File: src/rtl/fibonacci_pkg.sv
// Shared definitions for the Fibonacci term streamer: state encoding and default widths.
package fibonacci_pkg;
  localparam int WIDTH_DEF       = 16;
  localparam int COUNT_WIDTH_DEF = 8;

  typedef enum logic [1:0] {
    ST_IDLE = 2'd0,
    ST_RUN  = 2'd1,
    ST_DONE = 2'd2
  } state_t;
endpackage

File: src/rtl/fibonacci_step.sv
// Next-term adder: WIDTH-bit sum of the two most recent terms plus the carry out of WIDTH bits.
module fibonacci_step #(
  parameter int WIDTH = 16
) (
  input  logic [WIDTH-1:0] i_A,
  input  logic [WIDTH-1:0] i_B,
  output logic [WIDTH-1:0] o_Sum,
  output logic             o_Carry
);
  assign {o_Carry, o_Sum} = {1'b0, i_A} + {1'b0, i_B};
endmodule

File: src/rtl/fibonacci_stream.sv
// Streams Fibonacci terms from two seeds over a valid/ready port, one term per accept.
// Handshake: a term transfers on a rising edge where o_Valid=1 and i_Ready=1; while
// o_Valid=1 and i_Ready=0 the term and its flags hold unchanged.
module fibonacci_stream
  import fibonacci_pkg::*;
#(
  parameter int WIDTH       = WIDTH_DEF,
  parameter int COUNT_WIDTH = COUNT_WIDTH_DEF
) (
  input  logic                   i_Clock,
  input  logic                   i_Reset,
  input  logic                   i_Start,
  input  logic                   i_Abort,
  input  logic [WIDTH-1:0]       i_Seed0,
  input  logic [WIDTH-1:0]       i_Seed1,
  input  logic [COUNT_WIDTH-1:0] i_Length,
  input  logic                   i_Wrap,
  input  logic                   i_Ready,
  output logic                   o_Valid,
  output logic [WIDTH-1:0]       o_Value,
  output logic [COUNT_WIDTH-1:0] o_Index,
  output logic                   o_Last,
  output logic                   o_Overflow,
  output logic                   o_Busy,
  output logic                   o_Done,
  output logic [1:0]             o_State
);
  state_t                 r_state;
  logic                   r_valid;
  logic [WIDTH-1:0]       r_value;
  logic [WIDTH-1:0]       r_next;
  logic [COUNT_WIDTH-1:0] r_index;
  logic [COUNT_WIDTH-1:0] r_length;
  logic                   r_wrap;
  logic                   r_last;
  logic                   r_overflow;
  logic                   r_done;

  logic [WIDTH-1:0]       w_sum;
  logic                   w_carry;
  logic                   w_accept;
  logic [COUNT_WIDTH-1:0] w_index_inc;
  logic [COUNT_WIDTH-1:0] w_last_idx;

  // w_sum is the term after r_next; its carry decides whether r_next is the final term.
  fibonacci_step #(.WIDTH(WIDTH)) u_step (
    .i_A     (r_value),
    .i_B     (r_next),
    .o_Sum   (w_sum),
    .o_Carry (w_carry)
  );

  assign w_accept    = r_valid & i_Ready;
  assign w_index_inc = r_index + COUNT_WIDTH'(1);
  assign w_last_idx  = r_length - COUNT_WIDTH'(1);

  always_ff @(posedge i_Clock or posedge i_Reset) begin
    if (i_Reset) begin
      r_state    <= ST_IDLE;
      r_valid    <= 1'b0;
      r_value    <= '0;
      r_next     <= '0;
      r_index    <= '0;
      r_length   <= '0;
      r_wrap     <= 1'b0;
      r_last     <= 1'b0;
      r_overflow <= 1'b0;
      r_done     <= 1'b0;
    end else begin
      case (r_state)
        ST_IDLE: begin
          r_done <= 1'b0;
          if (i_Start && (i_Length != '0)) begin
            r_state    <= ST_RUN;
            r_valid    <= 1'b1;
            r_value    <= i_Seed0;
            r_next     <= i_Seed1;
            r_index    <= '0;
            r_length   <= i_Length;
            r_wrap     <= i_Wrap;
            r_last     <= (i_Length == COUNT_WIDTH'(1));
            r_overflow <= 1'b0;
          end
        end
        ST_RUN: begin
          if (i_Abort || (w_accept && r_last && !r_wrap)) begin
            r_state    <= i_Abort ? ST_IDLE : ST_DONE;
            r_done     <= !i_Abort;
            r_valid    <= 1'b0;
            r_value    <= '0;
            r_next     <= '0;
            r_index    <= '0;
            r_last     <= 1'b0;
            r_overflow <= 1'b0;
          end else if (w_accept && r_last) begin
            r_value    <= i_Seed0;
            r_next     <= i_Seed1;
            r_index    <= '0;
            r_last     <= (r_length == COUNT_WIDTH'(1));
            r_overflow <= 1'b0;
          end else if (w_accept) begin
            r_value    <= r_next;
            r_next     <= w_sum;
            r_index    <= w_index_inc;
            r_last     <= (w_index_inc == w_last_idx) || w_carry;
            r_overflow <= w_carry;
          end
        end
        ST_DONE: begin
          r_state <= ST_IDLE;
          r_done  <= 1'b0;
        end
        default: begin
          r_state <= ST_IDLE;
          r_valid <= 1'b0;
          r_done  <= 1'b0;
        end
      endcase
    end
  end

  assign o_Valid    = r_valid;
  assign o_Value    = r_value;
  assign o_Index    = r_index;
  assign o_Last     = r_last;
  assign o_Overflow = r_overflow;
  assign o_Busy     = (r_state != ST_IDLE);
  assign o_Done     = r_done;
  assign o_State    = r_state;
endmodule

File: config.mk
export PLATFORM = sky130hd
export DESIGN_NAME = fibonacci_stream
export DESIGN_NICKNAME = d
export VERILOG_FILES = /design/src/rtl/fibonacci_pkg.sv /design/src/rtl/fibonacci_step.sv /design/src/rtl/fibonacci_stream.sv
export SDC_FILE = /design/constraint.sdc
export NUM_CORES = 1
export LEC_CHECK = 0
export BUFFER_PORTS_ARGS = -buffer_cell sky130_fd_sc_hd__buf_2
export CAP_MARGIN = 30
export CORE_MARGIN = 4
export CORE_UTILIZATION = 50
export CTS_BUF_LIST = sky130_fd_sc_hd__clkbuf_4 sky130_fd_sc_hd__clkbuf_8
export CTS_CLUSTER_DIAMETER = 200
export CTS_CLUSTER_SIZE = 40
export DETAILED_ROUTE_END_ITERATION = 7
export PLACE_DENSITY = 0.74
export RECOVER_POWER = 100
export SYNTH_ARGS = -nofsm -noshare
export SYNTH_HDL_FRONTEND = slang
export SYNTH_SLANG_ARGS = --single-unit
File: constraint.sdc
create_clock -name i_Clock -period 3.05 [get_ports i_Clock]
set_input_delay 0.4575 -clock i_Clock [delete_from_list [all_inputs] [get_ports i_Clock]]
set_output_delay 0.4575 -clock i_Clock [all_outputs]
set_load 0.02 [all_outputs]
==> results.md <==
* Status: finished, final reports clean
* H-tree levels at 2
* # diodes at 0
* # setup viols final at 0
* Clk_skew at 0.00555 ns
* Final Power at 0.00437 W
* PwrDens at 1090 nW/um2
* Asr flop ratio synth at 1.00
* Critical Path End Type: flip-flop
* Setup crit start kind: flip-flop
* Leak at 1.74 nW
* Reg2Reg Capture Point: r_next[14]
* Synthesized Nets at 452
* Fillers at 642
* Distinct cell type count after synthesis at 53
* Fin area at 4030 um2
* CTS resizes at 0
* GRT Total Usage at 0.210
* Ys Warns at 0
* WS Path Type: flip-flop to flip-flop
* Fin cells at 557
* Crit path DAT at 2.89 ns
* Initial antenna violation count at 0
* Unrepaired setup endpoints after global routing: no
* CTS clk-pin slew, worst paths at 0.10 ns
* Clock period minus worst slack at 2.68 ns
* Global route total overflow at 0
* Via/cell ratio at 5.78
* Initial detailed-routing violation count at 200
* Required @ worst endpoint at 3.26 ns
* Placed cell area at 3990 um2
* ANT nets after route at 0
* Sink Count at 55
* Slew margin rel. at 0.337
* Starting Density at 0.518
* Top cells by area, synth: dfrtp_1 39%, nor2_1 8.1%, ha_1 6.7%
* Syn Std Cell Area at 3540 um2
* Post-CTS Setup Inserts at 0
* Share of layout cells above drive strength 1 at 0.167
* Clk root buf: clkbuf_8
* EDFF count, synth at 0
* Vias in the first global route at 3,073
* Slew Viols, Final at 0
* Commonest non-fill, non-tap cell in the layout: nor2_1
* Worst VDD drop at 0.000568 V
* DRC Markers at 0
* Synth Register Bits at 55
* R2R Setup Slk at 0.37 ns
* Nets at 526
* Post-synth top area share at 0.389
* Hold Crit Class: input port to async pin
* Placer Congestion at 0.882
* Final hold violations at 0
* Max Fanout on Critical Path at 4
* Area growth, synth to finish at 13.9%
* Worst-margin pin slew at 0.994 ns
* CTS Hold Bufs at 0
* Syn_area_per_cell at 9.17 um2
* Seq/Total Area, Yosys at 0.389
* Crit share post-route at 0.879
* R2R depth at 10
* Max Fclk at 0.373 GHz
* Worst-Skew Late Latency at 0.31 ns
* Cells after DPL at 549
* Port buffer count at 76
* First-pass GRT wire length at 14,600 um
* Avg WL per Cell at 15.9 um
* Largest net degree at the start of global routing at 49
* Clock Tree Buf Depth at 2
* Synth Flop Type: dfrtp_1
* Die Wd at 92.1 um
* Core area at 6830 um2
* TNS Setup at 0 ns
* Die Ht at 92.1 um
* DPL Wire Length at 6570 um
* Max-cap violation count at 0
* Die ar. at 8490 um2
* Ports at 77
* Via count at 3,219
* DRT Wirelength at 8830 um
* Post-synthesis cell count at 386
* Top cell type by total area after synthesis: dfrtp_1
* CTS tree: yes
* Pre-antenna DRT Iters at 4
* CTS Buf Count at 5
* Reg-to-Reg Start: o_Value[0]
* Num rows at 30
* Commonest cells after routing, fill and taps aside: 76 x nor2_1, 55 x dfrtp_1, 44 x buf_2
-- cells in the mapped netlist, types with 8 or more instances --
master and instances:
a221oi_1 24, buf_2 8, nor2_1 76, dfrtp_1 55, xnor2_1 22, nand3_1 11, nand2_1 25, mux2_2 9
o21ai_0 14, xor2_1 10, ha_1 19, a21oi_1 21, inv_1 13
-- flip-flops by register name (all words and copies together), names as in the netlist --
signal / count
o_Done: 1
o_Index: 8
o_Last: 1
o_Overflow: 1
o_State: 2
o_Valid: 1
o_Value: 16
r_length: 8
r_next: 16
r_wrap: 1
-- worst max-delay path: stages (launching register included) --
cell	delay, ns
dfrtp_1	0.38
ha_1	0.18
inv_1	0.06
fa_1	0.39
nand2b_1	0.21
a211oi_1	0.36
o21ai_2	0.13
o311ai_0	0.40
xor2_1	0.19
a22oi_1	0.11
o31ai_2	0.19
-- stage by stage --
| stage | util | setup WS, ns | hold slack, ns |
|---|---|---|---|
| 2_1_floorplan | - | 0.683 | 0.482 |
| 3_3_place_gp | 0.584 | 0.695 | 0.477 |
| 6_report | 0.590 | 0.370 | 0.362 |
| 5_1_grt | 0.590 | 0.199 | 0.376 |
| 4_1_cts | 0.601 | 0.614 | 0.195 |
| 3_5_place_dp | 0.584 | 0.643 | 0.485 |
-- final cells by class --
cell class / count / area [um2] / area share
Clock buffer: 6 / 82.6 / 0.0205
Tap cell: 96 / 120 / 0.0298
Clock inverter: 2 / 35.0 / 0.00869
Sequential cell: 55 / 1380 / 0.341
Timing Repair Buffer: 84 / 392 / 0.0971
Inverter: 13 / 48.8 / 0.0121
Multi-Input combinational cell: 301 / 1980 / 0.490
-- logic make-up (layout without fill, tap and decap cells) --
kind of cell               count (synthesis)  in the layout  share of synthesized area
DFF                                       55             55                      0.389
xor gates and xnor gates                  32             32                     0.0792
AOI/OAI and AO/OA                        102            102                      0.208
buffers and inverters                     30            105                     0.0470
and+or+nand+nor                          138            138                      0.175
muxes                                      9              9                     0.0286
adders and majority gates                 20             20                     0.0728
-- per-layer routing --
layer	GRT usage	wire, um	vias to the layer above
met5	0	0	-
met4	0.0470	42	0
met3	0.0320	548	2
met2	0.347	4180	103
met1	0.290	4060	1564
li1	-	-	1550
-- worst max path at each step --
stage | startpoint | end | slack [ns] | cells past startpoint
after floorplan | o_Value[0] | o_Last | 0.68 | 10
after global placement | r_next[0] | o_Last | 0.69 | 10
after detailed placement | r_next[0] | o_Last | 0.64 | 10
after CTS | r_next[0] | o_Last | 0.61 | 10
after global routing | o_Value[0] | r_next[14] | 0.20 | 10
final | o_Value[0] | r_next[14] | 0.37 | 10
-- power by group --
part / leakage (nW) / switching, W / internal [W] / total (W)
clock network: 0.0612 / 0.000242 / 0.000266 / 0.000509
logic: 1.01 / 0.00154 / 0.00104 / 0.00258
registers: 0.666 / 0.000280 / 0.00100 / 0.00128
total: 1.74 / 0.00207 / 0.00231 / 0.00437
Power figures use the tool's default switching activity.
